==> src/rtl/mem_ctrl_pkg.sv <==
// Shared constants for the byte-serial memory controller: FSM encoding,
// store width codes and the memory-mapped I/O region tag.
package mem_ctrl_pkg;

  localparam int ADDR_WIDTH = 32;
  localparam int RD_BYTES   = 4;

  localparam logic [1:0]  IO_ADDR_HI = 2'b11;
  localparam logic        TRUE       = 1'b1;
  localparam logic        FALSE      = 1'b0;
  localparam logic [31:0] ZERO       = 32'd0;

  typedef enum logic [2:0] {
    S_IDLE     = 3'd0,
    S_READ_MEM = 3'd1,
    S_READ_IF  = 3'd2,
    S_WRITE    = 3'd3,
    S_DONE     = 3'd4
  } state_e;

  localparam logic [3:0] WC_WORD = 4'd0;
  localparam logic [3:0] WC_HALF = 4'd2;
  localparam logic [3:0] WC_BYTE = 4'd3;

  // Unknown width codes fall back to a full word store.
  function automatic logic [2:0] write_len(input logic [3:0] code);
    case (code)
      WC_WORD: return 3'd4;
      WC_HALF: return 3'd2;
      WC_BYTE: return 3'd1;
      default: return 3'd4;
    endcase
  endfunction

endpackage

==> src/rtl/mem_ctrl_assembler.sv <==
// Byte-lane register: merges incoming read bytes into a little-endian word
// and selects outgoing store bytes from the latched write data.
module mem_ctrl_assembler
  import mem_ctrl_pkg::*;
(
  input  logic        clk,
  input  logic        rst,
  input  logic        cap_en,
  input  logic [1:0]  cap_idx,
  input  logic [7:0]  din,
  input  logic [31:0] wdata,
  input  logic [1:0]  sel_idx,
  output logic [31:0] word_o,
  output logic [7:0]  byte_o
);

  logic [31:0] word_q;
  logic [31:0] word_d;

  // word_o already carries the byte being captured this cycle, so the
  // final byte of a read can be forwarded without waiting an extra edge.
  always_comb begin
    word_d = word_q;
    if (cap_en) word_d[{cap_idx, 3'b000} +: 8] = din;
  end

  always_ff @(posedge clk or negedge rst) begin
    if (!rst) word_q <= ZERO;
    else      word_q <= word_d;
  end

  assign word_o = word_d;
  assign byte_o = wdata[{sel_idx, 3'b000} +: 8];

endmodule

==> src/rtl/mem_ctrl.sv <==
// Byte-serial RAM controller arbitrating MEM (priority) and IF requests.
// Optional MEMCTRL_IO_STALL_EN holds I/O-region store bytes while the I/O buffer is full.
module mem_ctrl
  import mem_ctrl_pkg::*;
(
  input  logic                  clk,
  input  logic                  rst,
  input  logic                  rdy,
  input  logic                  mem_r_req_i,
  input  logic                  mem_w_req_i,
  input  logic [ADDR_WIDTH-1:0] mem_addr_i,
  input  logic [31:0]           mem_w_data_i,
  input  logic [3:0]            mem_buffer_pointer_i,
  output logic                  mem_done_o,
  output logic [31:0]           mem_r_data_o,
  input  logic                  if_req_i,
  input  logic [ADDR_WIDTH-1:0] if_addr_i,
  output logic                  if_done_o,
  output logic [31:0]           if_data_o,
  output logic [ADDR_WIDTH-1:0] ram_a_o,
  output logic [7:0]            ram_dout_o,
  output logic                  ram_wr_o,
  input  logic [7:0]            ram_din_i,
  input  logic                  io_buffer_full_i,
  output state_e                dbg_state_o
);

  // Handshake: requests are levels held by the requester until its done
  // pulse; the pulse lasts one cycle, and the DONE state ignores requests so
  // a still-held level is not accepted twice.

  state_e                state_q, state_d;
  logic [ADDR_WIDTH-1:0] addr_q, addr_d;
  logic [ADDR_WIDTH-1:0] ram_a_q, ram_a_d;
  logic [31:0]           wdata_q, wdata_d;
  logic [31:0]           mem_r_data_q, mem_r_data_d;
  logic [31:0]           if_data_q, if_data_d;
  logic [2:0]            len_q, len_d;
  logic [2:0]            cnt_q, cnt_d;
  logic [7:0]            ram_dout_q, ram_dout_d;
  logic                  ram_wr_q, ram_wr_d;
  logic                  mem_done_q, mem_done_d;
  logic                  if_done_q, if_done_d;

  logic                  cap_en;
  logic [1:0]            cap_idx;
  logic [31:0]           asm_word;
  logic [7:0]            asm_byte;
  logic [ADDR_WIDTH-1:0] cur_a;
  logic [ADDR_WIDTH-1:0] next_a;
  logic                  io_full;
  logic                  stall_first, stall_cur, stall_next;

`ifdef MEMCTRL_IO_STALL_EN
  assign io_full = io_buffer_full_i;
`else
  logic unused_io_full;
  assign unused_io_full = io_buffer_full_i;
  assign io_full = FALSE;
`endif

  assign cur_a       = addr_q + ADDR_WIDTH'(cnt_q);
  assign next_a      = cur_a + 32'd1;
  assign stall_first = io_full && (mem_addr_i[17:16] == IO_ADDR_HI);
  assign stall_cur   = io_full && (cur_a[17:16] == IO_ADDR_HI);
  assign stall_next  = io_full && (next_a[17:16] == IO_ADDR_HI);

  mem_ctrl_assembler u_asm (
    .clk     (clk),
    .rst     (rst),
    .cap_en  (cap_en),
    .cap_idx (cap_idx),
    .din     (ram_din_i),
    .wdata   (wdata_q),
    .sel_idx (cnt_q[1:0] + 2'd1),
    .word_o  (asm_word),
    .byte_o  (asm_byte)
  );

  always_comb begin
    state_d      = state_q;
    addr_d       = addr_q;
    ram_a_d      = ram_a_q;
    wdata_d      = wdata_q;
    mem_r_data_d = mem_r_data_q;
    if_data_d    = if_data_q;
    len_d        = len_q;
    cnt_d        = cnt_q;
    ram_dout_d   = ram_dout_q;
    ram_wr_d     = ram_wr_q;
    mem_done_d   = mem_done_q;
    if_done_d    = if_done_q;
    cap_en       = FALSE;
    cap_idx      = cnt_q[1:0] - 2'd1;

    if (rdy) begin
      mem_done_d = FALSE;
      if_done_d  = FALSE;
      case (state_q)
        S_IDLE: begin
          ram_a_d    = '0;
          ram_wr_d   = FALSE;
          ram_dout_d = '0;
          cnt_d      = '0;
          if (mem_w_req_i) begin
            state_d    = S_WRITE;
            addr_d     = mem_addr_i;
            wdata_d    = mem_w_data_i;
            len_d      = write_len(mem_buffer_pointer_i);
            ram_a_d    = mem_addr_i;
            ram_dout_d = mem_w_data_i[7:0];
            ram_wr_d   = !stall_first;
          end else if (mem_r_req_i) begin
            state_d = S_READ_MEM;
            addr_d  = mem_addr_i;
            ram_a_d = mem_addr_i;
          end else if (if_req_i) begin
            state_d = S_READ_IF;
            addr_d  = if_addr_i;
            ram_a_d = if_addr_i;
          end
        end
        // cnt_q is the byte index on the address bus; byte cnt_q-1 arrives on ram_din_i.
        S_READ_MEM, S_READ_IF: begin
          cap_en = (cnt_q != 3'd0);
          if (cnt_q == 3'(RD_BYTES)) begin
            state_d = S_DONE;
            cnt_d   = '0;
            if (state_q == S_READ_MEM) begin
              mem_r_data_d = asm_word;
              mem_done_d   = TRUE;
            end else begin
              if_data_d = asm_word;
              if_done_d = TRUE;
            end
          end else begin
            cnt_d   = cnt_q + 3'd1;
            ram_a_d = (cnt_q == 3'(RD_BYTES - 1)) ? '0 : next_a;
          end
        end
        // ram_wr_q low here means the current byte is being held for I/O.
        S_WRITE: begin
          if (!ram_wr_q) begin
            ram_wr_d = !stall_cur;
          end else if (cnt_q + 3'd1 == len_q) begin
            state_d    = S_DONE;
            ram_wr_d   = FALSE;
            ram_a_d    = '0;
            ram_dout_d = '0;
            cnt_d      = '0;
            mem_done_d = TRUE;
          end else begin
            cnt_d      = cnt_q + 3'd1;
            ram_a_d    = next_a;
            ram_dout_d = asm_byte;
            ram_wr_d   = !stall_next;
          end
        end
        S_DONE:  state_d = S_IDLE;
        default: state_d = S_IDLE;
      endcase
    end
  end

  always_ff @(posedge clk or negedge rst) begin
    if (!rst) begin
      state_q      <= S_IDLE;
      addr_q       <= '0;
      ram_a_q      <= '0;
      wdata_q      <= ZERO;
      mem_r_data_q <= ZERO;
      if_data_q    <= ZERO;
      len_q        <= '0;
      cnt_q        <= '0;
      ram_dout_q   <= '0;
      ram_wr_q     <= FALSE;
      mem_done_q   <= FALSE;
      if_done_q    <= FALSE;
    end else begin
      state_q      <= state_d;
      addr_q       <= addr_d;
      ram_a_q      <= ram_a_d;
      wdata_q      <= wdata_d;
      mem_r_data_q <= mem_r_data_d;
      if_data_q    <= if_data_d;
      len_q        <= len_d;
      cnt_q        <= cnt_d;
      ram_dout_q   <= ram_dout_d;
      ram_wr_q     <= ram_wr_d;
      mem_done_q   <= mem_done_d;
      if_done_q    <= if_done_d;
    end
  end

  // The strobe is gated directly so a frozen cycle can never write.
  assign ram_wr_o     = ram_wr_q & rdy;
  assign ram_a_o      = ram_a_q;
  assign ram_dout_o   = ram_dout_q;
  assign mem_done_o   = mem_done_q;
  assign if_done_o    = if_done_q;
  assign mem_r_data_o = mem_r_data_q;
  assign if_data_o    = if_data_q;
  assign dbg_state_o  = state_q;

endmodule

==> config.mk <==
export PLATFORM = sky130hd
export DESIGN_NAME = mem_ctrl
export DESIGN_NICKNAME = d
export VERILOG_FILES = /design/src/rtl/mem_ctrl_pkg.sv /design/src/rtl/mem_ctrl_assembler.sv /design/src/rtl/mem_ctrl.sv
export SDC_FILE = /design/constraint.sdc
export NUM_CORES = 1
export LEC_CHECK = 0
export BUFFER_PORTS_ARGS = -buffer_cell sky130_fd_sc_hd__buf_4
export CAP_MARGIN = 10
export CORE_MARGIN = 8
export CORE_UTILIZATION = 58
export DETAILED_ROUTE_END_ITERATION = 7
export PLACE_DENSITY = 0.87
export SYNTH_ARGS = -nofsm -noshare
export SYNTH_HDL_FRONTEND = slang
export SYNTH_SLANG_ARGS = --single-unit
==> constraint.sdc <==
create_clock -name clk -period 3.6 [get_ports clk]
set_input_delay 0.36 -clock clk [delete_from_list [all_inputs] [get_ports clk]]
set_output_delay 0.36 -clock clk [all_outputs]
set_load 0.01 [all_outputs]
; Word level (Yosys, flattened, before mapping)
; Cells that the tools add are included.
[totals]
ff_bits = 212
in_bits = 115
out_inout_bits = 110
wordCells = 95
[op_classes]
add_sub_neg = 6
eq_ne = 13
n_shift = 3
muxes = 43
bitwise_logic = 2
n_reduce_logical = 15
[ops]
columns = cell, n
row1 = $mux 32, 11
row2 = $pmux 32 s3, 1
row3 = $add 32x1->32 const B, 1
row4 = $add 32x3->32, 1
row5 = $bwmux 32, 1
row6 = $shift 8x7->32 const A, 1
row7 = $shiftx 32x6->8, 1
row8 = $shiftx 8x7->32, 1
row9 = $mux 3, 9
row10 = $mux 8, 3
row11 = $pmux 3 s3, 2
row12 = $pmux 8 s2, 1
row13 = $mux 1, 12
row14 = $reduce_and 3->1, 4
row15 = $reduce_and 4->1, 3
row16 = $eq 3x2->1 const B, 3
row17 = $reduce_bool 3->1, 3
row18 = $eq 4x2->1 const B, 2
row19 = $ne 2x2->1 const B, 4
row20 = $neg 5->7, 1
row21 = $pmux 3 s2, 1
row22 = $reduce_and 5->1, 1
row23 = $ne 4x4->1 const B, 1
row24 = $pmux 1 s2, 2
row25 = 12 further kinds, 12

; Logic depth before layout (Yosys ltp)
; Gate-level depths: netlist of the first run.
[depth]
ltp_word = 5
depth_mapped = 10
mapped_depth_nobuf = 9

; Hierarchy
; From an unflattened synthesis of the first run, not the netlist that was laid out.
[hier_totals]
hier_cells = 859
hier_area_um2 = 9913.3
[by_module_without_submodules]
columns = mod, n_inst, cells_per_inst, area_per_inst_um2, seq_area_each_um2
row1 = mem_ctrl, 1, 741, 8289.2, 4504.3
row2 = mem_ctrl_assembler, 1, 118, 1624.1, 800.8

; Worst setup path after synthesis of the first run
; OpenSTA, ideal clock, no wires.
[synth_timing]
path_type = register to register
start = register cnt_q[0]
end = register ram_a_q[28] (netlist: ram_a_o[28])
setup_ps = 126
t_arrival_ps = 2349
required_ps = 3474
slack_ps = 1125
stages_incl_launch_ff = 11
path_buffers = 1
period_less_slack_ps = 2475
cell_sequence = dfrtp_1 > clkbuf_1 > inv_1 > ha_1 > inv_1 > fa_1 > a21oi_1 > nor4_2 > nand4_1 > xnor2_1 > a221o_1
[synth_between]
elab_chain_len = 5
word_cells_on_any_way = 13
classes_between = add/sub: 3 / eq/ne: 4 / mux: 5 / reduce/logical: 1
[synth_rtl]
columns = item, line_no
row1 = "start, declared", mem_ctrl.sv:39  ; logic [2:0] cnt_q, cnt_d;
row2 = "start signal, assigned", mem_ctrl.sv:187  ; cnt_q <= cnt_d;
row3 = $add 32x3->32 / $add 3x1->3 (equally long branches), "mem_ctrl.sv:62, mem_ctrl.sv:145"
row4 = $add 32x1->32 / $eq 3x3->1 (equally long branches), "mem_ctrl.sv:63, mem_ctrl.sv:145"
row5 = "$mux 32, on equally long branches", "mem_ctrl.sv:145, mem_ctrl.sv:138"
row6 = "$mux 32, on equally long branches", "mem_ctrl.sv:143, mem_ctrl.sv:126"
row7 = $pmux 32 s3, mem_ctrl.sv:99  ; case (state_q)
row8 = "end signal, assigned", mem_ctrl.sv:182  ; ram_a_q <= ram_a_d;
row9 = "end, declared", mem_ctrl.sv:34  ; logic [ADDR_WIDTH-1:0] ram_a_q, ram_a_d;
; Several ways; a longest one is shown, not always the timed one. The select of a mux whose other input is x is not followed.
; A chain may end at the register's enable or synchronous reset.

; Worst setup path in the final report of the first run
[layout_timing]
start = register cnt_q[0]
end = register ram_dout_q[6] (netlist: ram_dout_o[6])
[layout_between]
elab_chain_len = 5
word_cells_on_any_way = 7
classes_between = add/sub: 2 / eq/ne: 1 / shift: 1 / mux: 3
[layout_rtl]
columns = item, line_no
row1 = $add 2x1->2 / $add 3x1->3 (equally long branches), "mem_ctrl.sv:75, mem_ctrl.sv:145"
row2 = $shiftx 32x6->8 / $eq 3x3->1 (equally long branches), "mem_ctrl_assembler.sv:33, mem_ctrl.sv:145"
row3 = $mux 8 *, mem_ctrl.sv:145  ; end else if (cnt_q + 3'd1 == len_q) begin
row4 = $mux 8 *, mem_ctrl.sv:143  ; if (!ram_wr_q) begin
row5 = $pmux 8 s2 *, mem_ctrl.sv:99
row6 = "end signal, assigned", mem_ctrl.sv:188  ; ram_dout_q <= ram_dout_d;
row7 = "end, declared", mem_ctrl.sv:40  ; logic [7:0] ram_dout_q, ram_dout_d;
; Every way passes the cells marked *; elsewhere a longest branch is shown, timed or not. The select of a mux whose other input is x is not followed.

==> out/metrics.yaml, run 1 <==
status:
  status: "completed"
clock_network:
  post_cts_buffers: 0
  cts.root.buffer_cell: "clkbuf_16"
  numCtsBuffers: 22
  worstSkewPairLatency_ns: 0.51
  clkTransAtPathRegs_ns: 0.06
  cts_max_path_buffers: 3
  htree_levels: 1
  cts_sinks: 204
  cts_tree: "done"
power:
  seqPwrFrac_pct: 39.5
  p_sw_share_pct: 37.4
  irDropWorstVdd_uv: 523
  internal_power_mw: 6.04
  power.switching_mw: 3.61
  power.leakage_nw: 6.12
  p_clk_share_pct: 21.2
  power_density_mw_per_mm2: 798
  pwr-share-comb_pct: 39.3
global_route:
  overflow: 0
  grt_pass1_wl_mm: 40.9
  use_met1_pct: 31.3
  use_met3_pct: 5.54
  use_met2_pct: 40.7
  grt_pass1_vias: 8079
  grt_antenna_before_repair: 0
  grtUsageTotal_pct: 24.6
  grt_busiest_layer: "met2"
  grt_start_max_net_pins: 107
timing:
  post-route-period-util_pct: 83.8
  rsz0062_at_grt: "no"
  max_freq_mhz: 332
  setup_violations: 0
  timing.final.hold_violations: 0
  worst_hold_slack_ns: 0.0844
  fin_skew_ns: 0.0201
  fin_crit_ns: 3.02
  slew_violations: 0
  slew_headroom_pct: 23.4
  tns_ns: 0
  worst_slew_pin_slew_ns: 1.14
synthesis:
  yosysWarnings: 0
  synthCells: 951
  synth.largest_area_cell: "dfrtp_1"
  post_synth_main_area_contributors: "dfrtp_1 (53%), nand2_1 (5.1%), o21ai_0 (5.0%)"
  synth_cell_types: 59
  synth_top_area_share_pct: 53.1
  ys_seq_elements: 204
  synth-edff-count: 0
  synth_common_cells: "dfrtp_1 (204), nand2_1 (131), o21ai_0 (97)"
  netlist_area_mm2: 0.00962
  yosysSeqAreaShare_pct: 53.1
  synth.most_common_cell: "dfrtp_1"
  syn_avg_cell_area_um2: 10.1
  synth_ff_type: "dfrtp_1"
  syn-num-nets: 1078
  async_flop_share_pct: 100
setup_path:
  start_kind: "register"
  r2r_cells: 7
  r2r-end: "ram_dout_o[6]"
  critPathTopFamily: "simple AND/OR/NAND/NOR gates"
  rr_startpoint: "cnt_q[0]"
  cp_common_cell: "nor3_1"
  cp.arrival_ns: 3.44
  cp_max_fo: 16
  worst-path-buf-inv: 1
  crit_required_ns: 4.02
  slowest_stage: "nor3_1"
  critPathMaxStageDelay_ns: 0.89
  path_cells: "inv_1, ha_1, xor2_1, nor3_1, nor3_1, a22oi_1, a21oi_1"
  cp-end-kind: "register"
  r2r_setup_slack_ns: 0.58
  crit_type: "register to register"
final_layout:
  ff_latch_area_mm2: 0.00510
  multiInputGateArea_mm2: 0.00412
  nNetsFinal: 1285
  fillers: 1154
  layout-drive-gt1-share_pct: 27.3
  diodes: 0
  syn2layout_area_growth_pct: 25.8
run:
  maxCapViolCount: 0
worst_hold_path:
  hold-path-cell-count: 2
  min_from: "mem_w_data_i[27]"
  holdPathEnd: "wdata_q[27]"
  min_path_type: "primary input to register"
floorplanning:
  initial_core_util_pct: 58.6
  die-area_mm2: 0.0210
  core.rowCount: 47
  io_pins: 225
  core_area_mm2: 0.0164
  die_w_um: 145
  die_h_um: 145
route:
  drtIter0Drc: 504
  drt_first_pass_iters: 6
  route.detailed.drc: 0
  vias: 8026
  wirelength_mm: 26.1
  post_drt_wl_per_cell_um: 18.7
  ant_nets: 0
  viasPerCell: 5.76
place:
  place_hpwl_mm: 18.6
  port_buffers: 223
  place.gp.congestion: 0.910
[stage by stage]
| stage | power (mW) | std cells | instance area [um2] | util, % | setup slack [ns] |
|---|---|---|---|---|---|
| 2_1_floorplan | 6.10 | 951 | 9620 | - | 1.13 |
| 3_3_place_gp | 7.40 | 1353 | 11400 | 69.7 | 0.777 |
| 3_5_place_dp | 7.57 | 1353 | 11400 | 69.7 | 0.698 |
| 4_1_cts | 9.68 | 1394 | 12100 | 73.8 | 0.645 |
| 5_1_grt | 10.2 | 1394 | 12100 | 73.8 | 0.434 |
| 6_report | 9.65 | 1394 | 12100 | 73.8 | 0.584 |
[kinds of logic (layout without fill, tap and decap cells)]
family          count (synthesis)  after routing  share of synthesized area (%)
mux                            76             76                           9.37
simple gates                  312            312                           15.2
compound gates                226            226                           14.2
fa+ha+maj                      12             12                           1.64
flops                         204            204                           53.1
buf+inv                        95            318                           4.20
xor+xnor                       26             26                           2.37
[power by group through the flow]
| stage | registers [mW] | logic (mW) | clock network (mW) |
|---|---|---|---|
| CTS | 3.80 | 3.80 | 2.08 |
| global placement | 3.77 | 3.62 | 0 |
| finish | 3.81 | 3.79 | 2.05 |
| floorplan | 3.76 | 2.35 | 0 |
| global route | 3.91 | 4.17 | 2.17 |
| detailed placement | 3.82 | 3.75 | 0 |
[how the worst max path moves through the flow]
stage	depth (start not counted)	endpoint	slack, ns	startpoint
final	7	ram_dout_o[6]	0.58	cnt_q[0]
after global routing	7	ram_dout_o[6]	0.43	cnt_q[0]
after CTS	7	ram_dout_o[6]	0.65	cnt_q[0]
after detailed placement	10	ram_a_o[30]	0.70	cnt_q[0]
after global placement	10	ram_a_o[20]	0.78	cnt_q[0]
after floorplan	10	ram_a_o[28]	1.13	cnt_q[0]
[sequential cells by signal, summed over array words and instances, names as in the netlist]
signal / flops
addr_q: 32
cnt_q: 3
dbg_state_o: 3
if_data_o: 32
if_done_o: 1
len_q: 3
mem_done_o: 1
mem_r_data_o: 32
ram_a_o: 32
ram_dout_o: 8
ram_wr_q: 1
u_asm.word_q: 24
wdata_q: 32
[cells in the final DEF, fill, tap and decap left out, drive strengths merged, types with 11 or more instances in the layout]
cell type  count
nand2        131
nand3         16
a31oi         14
inv           38
or3           11
o21ai         99
a221o         14
buf          238
nor2          75
mux2i         36
ha            11
xnor2         16
dfrtp        204
a21oi         50
and2          16
clkbuf        33
a21o          15
nand2b        14
mux2          32
[worst reg2reg max path, stage by stage (launching register included)]
cell and delay, ns:
dfrtp_1 0.63, inv_1 0.25, ha_1 0.37, xor2_1 0.20, nor3_1 0.14, nor3_1 0.89
a22oi_1 0.23, a21oi_1 0.22
[routing by layer]
metal  vias up  share of wire, %
met5         -                 0
met4         0               3.0
met3        56               8.4
met2       332                49
met1      3908                40
li1       3730                 -
[final cells by class]
cell class / count / area share, %
multi-input combinational: 652 / 34.0
timing repair buffer: 240 / 15.0
inverter: 38 / 1.18
clock inverter: 8 / 0.455
tap: 220 / 2.27
clock buffer: 32 / 4.94
sequential: 204 / 42.2
[repair_timing]
action	CTS	global route
gates resized for setup	0	0
endpoints found under the hold margin	3	0
hold buffers	1	0
setup endpoints to repair	0	0
Power figures use the tool's default switching activity.
==> inputs of run 2 (changes only) <==
- ABC_AREA: not set -> 1
- CORE_UTILIZATION: 58 -> 55
- PLACE_DENSITY: 0.87 -> 0.83
- clock period: 3.6 -> 3.1 ns (I/O delays scaled with it)
==> run 2 against run 1 <==
  * Largest power group is now combinational cells
  * Worst setup slack worse by 0.024 ns
  * Via count increased by 15%
  * Non-clock buffer count increased by 9
  * Sequential power up 15%
  * Maximum frequency is 19% higher
==> out/metrics.yaml, run 2 <==
timing:
  fin_crit_ns: 2.54  # -0.476 ns
  slew_violations: 0  # unchanged
  setup_violations: 0  # unchanged
  max_freq_mhz: 394  # +19%
  worst_hold_slack_ns: 0.00949  # -0.0749 ns
  worst_slew_pin_slew_ns: 0.780  # -0.360 ns
  timing.final.hold_violations: 0  # unchanged
  rsz0062_at_grt: "no"
  fin_skew_ns: 0.0233  # +0.00319 ns
  tns_ns: 0  # unchanged
  slew_headroom_pct: 47.9  # +24 points
  post-route-period-util_pct: 81.9  # -1.8 points
setup_path:
  critPathMaxStageDelay_ns: 0.51  # -0.38 ns
  cp_max_fo: 9  # -7
  r2r-end: "ram_a_o[26]"
  critPathLaunch: "cnt_q[0]"
  path_depth: 11  # +4
  r2r_cells: 11  # +4
  rr_startpoint: "cnt_q[0]"
  start_kind: "register"
  cp.arrival_ns: 2.91  # -0.53 ns
  crit_type: "register to register"
  crit_end: "ram_a_o[26]"
  r2r_setup_slack_ns: 0.56  # -0.02 ns
  crit_required_ns: 3.47  # -0.55 ns
  cp_common_cell: "nand3_1"
  cp-end-kind: "register"
  slowest_stage: "dfrtp_1"
  path_cells: "inv_1, ha_1, inv_1, fa_1, nand2_1, a21oi_1, nand3_1, nor2_1, nand3_1, nand3_1, a21oi_1"
  worst-path-buf-inv: 2  # +1
  critPathTopFamily: "simple AND/OR/NAND/NOR gates"
synthesis:
  synth_top_family_by_area: "simple AND/OR/NAND/NOR gates"
  synth_common_cells: "nand2_1 (376), dfrtp_1 (204), nor2_1 (132)"
  synthSimpleGateAreaFrac_pct: 24.5  # +9.4 points
  synth.largest_area_cell: "dfrtp_1"
  synthXorXnorAreaFrac_pct: 0.789  # -1.6 points
  synth_cell_types: 41  # -31%
  synth_ff_type: "dfrtp_1"
  synth.most_common_cell: "nand2_1"
  post_synth_main_area_contributors: "dfrtp_1 (51%), nand2_1 (14%), nor2_1 (5.0%)"
  yosysSeqAreaShare_pct: 51.1  # -2.0 points
  muxShareOfSynthArea_pct: 1.27  # -8.1 points
  yosysWarnings: 0  # unchanged
  syn-num-nets: 1376  # +28%
  ys_seq_elements: 204  # unchanged
  netlist_area_mm2: 0.00999  # +3.9%
  async_flop_share_pct: 100  # unchanged
  synth-edff-count: 0  # unchanged
  synthCells: 1249  # +31%
  synth_top_area_share_pct: 51.1  # -2.0 points
  syn_avg_cell_area_um2: 8.00  # -21%
  synth_adder_area_share_pct: 1.58  # -0.061 points
  synth_compound_area_share_pct: 13.5  # -0.64 points
clock_network:
  clkTransAtPathRegs_ns: 0.06  # about the same
  numCtsBuffers: 22  # unchanged
  cts.root.buffer_cell: "clkbuf_16"
  cts_sinks: 204  # unchanged
  post_cts_buffers: 0  # unchanged
  cts_tree: "done"
  worstSkewPairLatency_ns: 0.51  # about the same
  cts_max_path_buffers: 3  # unchanged
  htree_levels: 1  # unchanged
final_layout:
  layout-drive-gt1-share_pct: 21.4  # -5.9 points
  final_cell_mix: "nand2_1 (376), buf_4 (234), dfrtp_1 (204), nor2_1 (131), inv_1 (109)"
  final_area_mm2: 0.0127  # +4.6%
  final_util_pct: 70.7  # -3.1 points
  layout_commonest_cell: "nand2_1"
  nNetsFinal: 1600  # +25%
  fillers: 1369  # +19%
  syn2layout_area_growth_pct: 26.7
  diodes: 0  # unchanged
global_route:
  grt_pass1_wl_mm: 45.1  # +10%
  overflow: 0  # unchanged
  grtUsageTotal_pct: 24.5  # -0.10 points
  grt_start_max_net_pins: 90  # -16%
  grt_pass1_vias: 9066  # +12%
  grt_antenna_before_repair: 0  # unchanged
floorplanning:
  initial_core_util_pct: 55.8  # -2.8 points
  core_area_mm2: 0.0179  # +9.1%
  io_pins: 225  # unchanged
  die_w_um: 151  # +4.1%
  die_h_um: 151  # +4.1%
  die-area_mm2: 0.0227  # +8.5%
  core.rowCount: 49  # +4.3%
power:
  power.leakage_nw: 6.40  # +4.6%
  power_density_mw_per_mm2: 914  # +15%
  irDropWorstVdd_uv: 556  # +6.3%
route:
  viasPerCell: 5.39  # -6.4%
  ant_nets: 0  # unchanged
  route.detailed.drc: 0  # unchanged
  vias: 9255  # +15%
  drt_first_pass_iters: 5  # -1
  drtIter0Drc: 806  # +60%
  wirelength_mm: 28.5  # +9.2%
  post_drt_wl_per_cell_um: 16.6  # -11%
place:
  place_hpwl_mm: 20.3  # +8.7%
  placed_area_mm2: 0.0118  # +3.2%
  place.gp.congestion: 0.935  # +2.7%
  port_buffers: 223  # unchanged
worst_hold_path:
  min_from: "mem_w_data_i[27]"
  min_path_type: "primary input to register"
status:
  status: "completed"
run:
  maxCapViolCount: 0  # unchanged
[run 2: cell types whose count changed after synthesis, moves of 28 or more]
cell | previous run | this run
mux2i_1 | 36 | 7
nand3_1 | 16 | 48
o21ai_1 | 1 | 48
nor2_1 | 75 | 132
mux2_2 | 32 | 4
inv_1 | 38 | 109
nand2_1 | 131 | 376
[run 2: per-layer routing]
metal / vias up / wire (um) / part of all wire [%] / global-route usage, %
met5: - / 0 / 0 / 0
met4: 0 / 840 / 2.9 / 8.36
met3: 63 / 2450 / 8.6 / 5.74
met2: 357 / 13700 / 48 / 41.6
met1: 4363 / 11500 / 40 / 30.3
li1: 4472 / - / - / -
[run 2: cell families (layout without fill, tap and decap cells)]
kind of cell / Yosys count / after routing
AO/OA/AOI/OAI: 248 / 248
AND/OR/NAND/NOR: 595 / 595
buffers and inverters: 169 / 408
adder cells (fa/ha/maj): 12 / 12
XOR/XNOR: 9 / 9
flip-flops: 204 / 204
multiplexers: 12 / 12
[run 2: timing repair]
action                                 CTS  global route
resized for setup                        0             0
endpoints found under the hold margin   96             0
hold buffers                            13             0
[run 2: how the worst min path moves through the flow]
stage / to / cells past startpoint
floorplan: addr_q[0] / 0
global placement: ram_a_o[11] / 1
detailed placement: ram_a_o[11] / 1
CTS: wdata_q[27] / 3
global route: wdata_q[15] / 3
finish: wdata_q[27] / 3
[run 2: tightest hold or removal path, stage by stage]
cell,delay [ns]
buf_4,0.08
nand2_1,0.05
nand2_1,0.05
[run 2: area by class of cell]
type	count	area, um2	area share, %
clock buffer	31	646	5.10
inverter	120	452	3.57
multi-input combinational	876	4180	33.0
timing repair buffer	249	1920	15.2
sequential	204	5100	40.3
tap	229	287	2.26
clock inverter	8	71.3	0.563
[run 2: report_power, final]
part	leakage, nW	switching (mW)	internal (mW)	total (mW)
combinational	3.47	2.79	1.79	4.58
clock	0.355	1.06	1.53	2.60
sequential	2.58	0.709	3.69	4.40
total	6.40	4.56	7.02	11.6
[run 2: metrics by stage]
step	power (mW)	worst slack [ns]	cells
2_1_floorplan	7.12	1.01	1249
3_3_place_gp	8.78	0.691	1665
3_5_place_dp	8.95	0.666	1665
4_1_cts	11.6	0.612	1717
5_1_grt	12.3	0.399	1717
6_report	11.6	0.560	1717
